<file path="src/rtl/pip_hazard_ctrl.sv">
// Hazard controller for an in-order pipeline: drives the per-register hold/clear
// enables for branch flush, load-use bubbles, multi-cycle EX ops and memory freeze.
module pip_hazard_ctrl #(
  parameter int NUM_STAGES = 5,
  parameter int REG_AW     = 5,
  parameter int MC_W       = 6,
  parameter int PERF_W     = 32
) (
  input  logic                  clk,
  input  logic                  reset,
  input  logic                  branch_taken,
  input  logic                  branch_mispredicted,
  input  logic [REG_AW-1:0]     id_rs1,
  input  logic [REG_AW-1:0]     id_rs2,
  input  logic                  id_rs1_used,
  input  logic                  id_rs2_used,
  input  logic [REG_AW-1:0]     ex_rd,
  input  logic                  ex_mem_read,
  input  logic                  mc_start,
  input  logic [MC_W-1:0]       mc_cycles,
  input  logic                  mem_stall,
  input  logic                  perf_clr,
  output logic [NUM_STAGES-2:0] stall,
  output logic [NUM_STAGES-2:0] flush,
  output logic                  mc_busy,
  output logic [PERF_W-1:0]     stall_cycles
);

  localparam int NR = NUM_STAGES - 1;

  typedef enum logic {IDLE, MC_BUSY} state_t;

  state_t            state_reg, state_next;
  logic [MC_W-1:0]   mc_cnt_reg, mc_cnt_next;
  logic [PERF_W-1:0] perf_reg;
  logic [NR-1:0]     stall_raw;
  logic [NR-1:0]     branch_flush;
  logic [NR-1:0]     flush_raw;
  logic              load_use;
  logic              mc_long;

  assign load_use = ex_mem_read && (ex_rd != '0) &&
                    ((id_rs1_used && (id_rs1 == ex_rd)) ||
                     (id_rs2_used && (id_rs2 == ex_rd)));

  // Ops of 0 or 1 cycles never occupy EX beyond their first cycle.
  assign mc_long = mc_start && (mc_cycles >= MC_W'(2));

  always_comb begin
    state_next   = state_reg;
    mc_cnt_next  = mc_cnt_reg;
    stall_raw    = '0;
    branch_flush = '0;
    if (mem_stall) begin
      stall_raw = '1;
    end else if (state_reg == MC_BUSY) begin
      stall_raw[1:0] = 2'b11;
      if (mc_cnt_reg == MC_W'(1)) begin
        state_next = IDLE;
      end else begin
        mc_cnt_next = mc_cnt_reg - MC_W'(1);
      end
    end else if (branch_mispredicted) begin
      branch_flush[1:0] = 2'b11;
    end else if (branch_taken) begin
      branch_flush[0] = 1'b1;
    end else if (mc_long) begin
      stall_raw[1:0] = 2'b11;
      mc_cnt_next    = mc_cycles - MC_W'(2);
      state_next     = (mc_cycles == MC_W'(2)) ? IDLE : MC_BUSY;
    end else if (load_use) begin
      stall_raw[0] = 1'b1;
    end
  end

  // A held register feeding a moving one must hand it a bubble.
  assign flush_raw[0] = branch_flush[0];
  generate
    for (genvar gi = 1; gi < NR; gi++) begin : g_bubble
      assign flush_raw[gi] = branch_flush[gi] | (stall_raw[gi-1] & ~stall_raw[gi]);
    end
  endgenerate

  assign stall        = reset ? '0 : stall_raw;
  assign flush        = reset ? '0 : flush_raw;
  assign mc_busy      = !reset && (state_reg == MC_BUSY);
  assign stall_cycles = perf_reg;

  always_ff @(posedge clk) begin
    if (reset) begin
      state_reg  <= IDLE;
      mc_cnt_reg <= '0;
    end else begin
      state_reg  <= state_next;
      mc_cnt_reg <= mc_cnt_next;
    end
  end

  always_ff @(posedge clk) begin
    if (reset || perf_clr) begin
      perf_reg <= '0;
    end else if (stall[0] && (perf_reg != '1)) begin
      perf_reg <= perf_reg + PERF_W'(1);
    end
  end

endmodule
</file>
<file path="config.mk">
export PLATFORM = sky130hd
export DESIGN_NAME = pip_hazard_ctrl
export DESIGN_NICKNAME = d
export VERILOG_FILES = /design/src/rtl/pip_hazard_ctrl.sv
export SDC_FILE = /design/constraint.sdc
export NUM_CORES = 1
export LEC_CHECK = 0
export CORE_ASPECT_RATIO = 1.4
export CORE_UTILIZATION = 30
export DETAILED_ROUTE_END_ITERATION = 10
export DONT_BUFFER_PORTS = 1
export GPL_ROUTABILITY_DRIVEN = 0
export PLACE_DENSITY_LB_ADDON = 0.12
export SETUP_SLACK_MARGIN = 0.2
export SYNTH_ARGS = -nofsm -noshare
export SYNTH_HDL_FRONTEND = slang
export SYNTH_SLANG_ARGS = --single-unit
</file>
<file path="constraint.sdc">
create_clock -name clk -period 2.25 [get_ports clk]
set_clock_uncertainty 0.1 [all_clocks]
set_input_delay 0.225 -clock clk [delete_from_list [all_inputs] [get_ports clk]]
set_output_delay 0.225 -clock clk [all_outputs]
set_load 0.05 [all_outputs]
</file>
==> metrics.txt <==
outcome=complete, no violations; Synth top area share=31.4%; number of inserted diodes=0; clk buf depth=2; leakage dissipation=1.29 nW; synth top area cells=dfxtp_1 31%, a21oi_1 5.4%, or4_1 4.8%, nand2_1 4.1%, nand4_1 4.0%; period utilization=93.6%; Slew Viols, Final=0; r2r setup slk=0.14 ns; TNS Setup=0 ns; Vias=2711; CTS Sinks=39; Synth Instances=321; Avg Cell Area, Syn=7.74 sq um; routed len/inst=16.6 um; Mapped Nets=356; Net Sw Frac=27.6%; Critical-path top delay cell=or2_4; DRC Markers=0; Area after DPL=3100 sq um; Iteration-0 DRC Markers=113; Die X=78.9 um; CP Capture Type=flop; Initial Util=31.5%; H-Tree Depth=2; initial antenna violation count=0; first-pass GRT wire length=12500 um; Final Hold Fails=0; P&R area growth vs syn=43.3%; Top Family by Delay on Critical Path=simple AND/OR/NAND/NOR gates; Min-Delay Path Class=input port to flop; Global Route Usage Sum=18.7%; I/O Pins=72; Final min period=2.11 ns; Worst setup SP type=flop; I/O Buffers=0; internal power=1.04 mW; Synth area leader=dfxtp_1; layout cells sized above 1=39.5%; Psw=0.397 mW; Synth Cell Area=2480 sq um; Reg clk slew, reported paths=0.08 ns; crit-path cells=nand4_1 > or2_4 > or3_4 > nor4b_4 > a21oi_1 > a31o_2; TritonCTS clock tree=built; CP bufs+invs=0; number of global-route vias before repair=2606; root buf cell=clkbuf_8; Num CTS Buffers=5; total power=1.44 mW; number of synthesized flops with an enable pin=0; register area share after synthesis=31.4%; Cell Pwr Density=404 nW/um^2; CP Class=flop to flop; via/cell ratio=5.65; drt first pass iters=4; RSZ-0062 raised after global routing=true; Ys Warns=0; filler cell count=831; Crit path largest cell delay=0.39 ns; most common flop cell mapped by yosys=dfxtp_1; tightest hold margin=0.0132 ns; HPWL Detailed=5620 um; largest net degree at the start of global routing=27; Seq pwr share=46.9%; design area=3560 sq um; Die Area=8660 sq um; Max Fclk=475 MHz; Req. time, crit path=2.35 ns; Final #Nets=414; die height=110 um; clock latency at the later pin of the worst-skew pair=0.30 ns; antenna-violating nets left=0; max_cap viols=0; most frequent cells in the layout=57 x buf_4, 26 x nand2_1, 24 x a21oi_1; setup violators final=0; Core Util, Final=45.1%; worst slew pin tran=0.703 ns; Clock power frac=37.7%; Max VDD drop=207 uV; worst-path maximum fanout=6; most common cell after layout, fill and taps aside=buf_4; core area=7890 sq um; row count=38; Logic pwr share=15.4%; Slew HR=53.0%; Post-synth ARST share=0%; WL final=7970 um; Yosys reg bits=39; Arr. time, crit path=2.21 ns; gr ovfl total=0; distinct cell type count after synthesis=52; Largest register FFs=32
==> cells by family after synthesis <==
kind of cell | Yosys count | synth area share, %
and+or+nand+nor | 141 | 31.3
AOI/OAI and AO/OA | 87 | 22.8
DFF | 39 | 31.4
buffers and inverters | 30 | 5.34
xor gates and xnor gates | 13 | 4.58
muxes | 6 | 2.47
adders and majority gates | 4 | 2.01
other | 1 | 0.151
==> cells in the mapped netlist (all sizes together) (5+ instances only) <==
| library cell | n |
|---|---|
| a41o | 5 |
| or2 | 5 |
| dfxtp | 39 |
| a21oi | 28 |
| nor2 | 24 |
| inv | 9 |
| xnor2 | 11 |
| nor4 | 6 |
| or3 | 12 |
| mux2i | 5 |
| nand3 | 12 |
| o21ai | 14 |
| buf | 10 |
| nor3 | 10 |
| a31oi | 5 |
| nand2 | 27 |
| or4 | 16 |
| o31ai | 13 |
| clkbuf | 11 |
| nand4 | 17 |
==> what timing repair did <==
action	CTS	global route
buffers inserted	2	9
gates resized for setup	8	40
cloned	0	1
hold buffers	5	1
setup endpoints to repair	20	34
pin swaps	2	17
hold endpoints to repair	10	6
==> per-layer routing <==
metal / share of wire [%] / global-route usage (%) / routed length, um / up-vias
met5: 0 / 0 / 0 / -
met2: 53 / 34.2 / 4190 / 61
met1: 40 / 19.3 / 3160 / 1299
li1: - / - / - / 1334
met3: 4.4 / 4.56 / 353 / 17
met4: 3.3 / 10.6 / 262 / 0
==> worst register-to-register path, stage by stage (launching register included) <==
cell	delay [ns]
dfxtp_2	0.33
nand4_1	0.25
or2_4	0.39
or3_4	0.37
nor4b_4	0.26
a21oi_1	0.10
a31o_2	0.21
==> per-stage QoR <==
stage / setup WS (ns) / instances
finish: 0.144 / 480
global route: 0.0410 / 480
CTS: 0.152 / 469
detailed placement: 0.104 / 454
global placement: 0.120 / 454
floorplan: 0.0579 / 321
==> power groups by stage <==
stage,Sequential (mW),Combinational [mW],Clock [mW]
3_5_place_dp,0.691,0.186,0
4_1_cts,0.674,0.198,0.570
2_1_floorplan,0.693,0.151,0
6_report,0.676,0.222,0.542
3_3_place_gp,0.691,0.185,0
5_1_grt,0.676,0.238,0.591
==> area by class of cell <==
type | count | area, sq um | share of cell area [%]
flip-flops and latches | 39 | 872 | 24.5
inverters | 9 | 38.8 | 1.09
clock buffers | 8 | 100 | 2.81
well taps | 100 | 125 | 3.51
repair buffers | 71 | 613 | 17.2
multi-input cells | 253 | 1810 | 50.9
==> path summary, 6_finish.rpt <==
kind,from,end,cells after the start
max reg2reg,stall_cycles[20],stall_cycles[31],6
min,perf_clr,stall_cycles[11],3
max,stall_cycles[20],stall_cycles[31],6
min reg2reg,mc_cnt_reg[3],mc_cnt_reg[3],2
(Power assumes the default switching activity.)
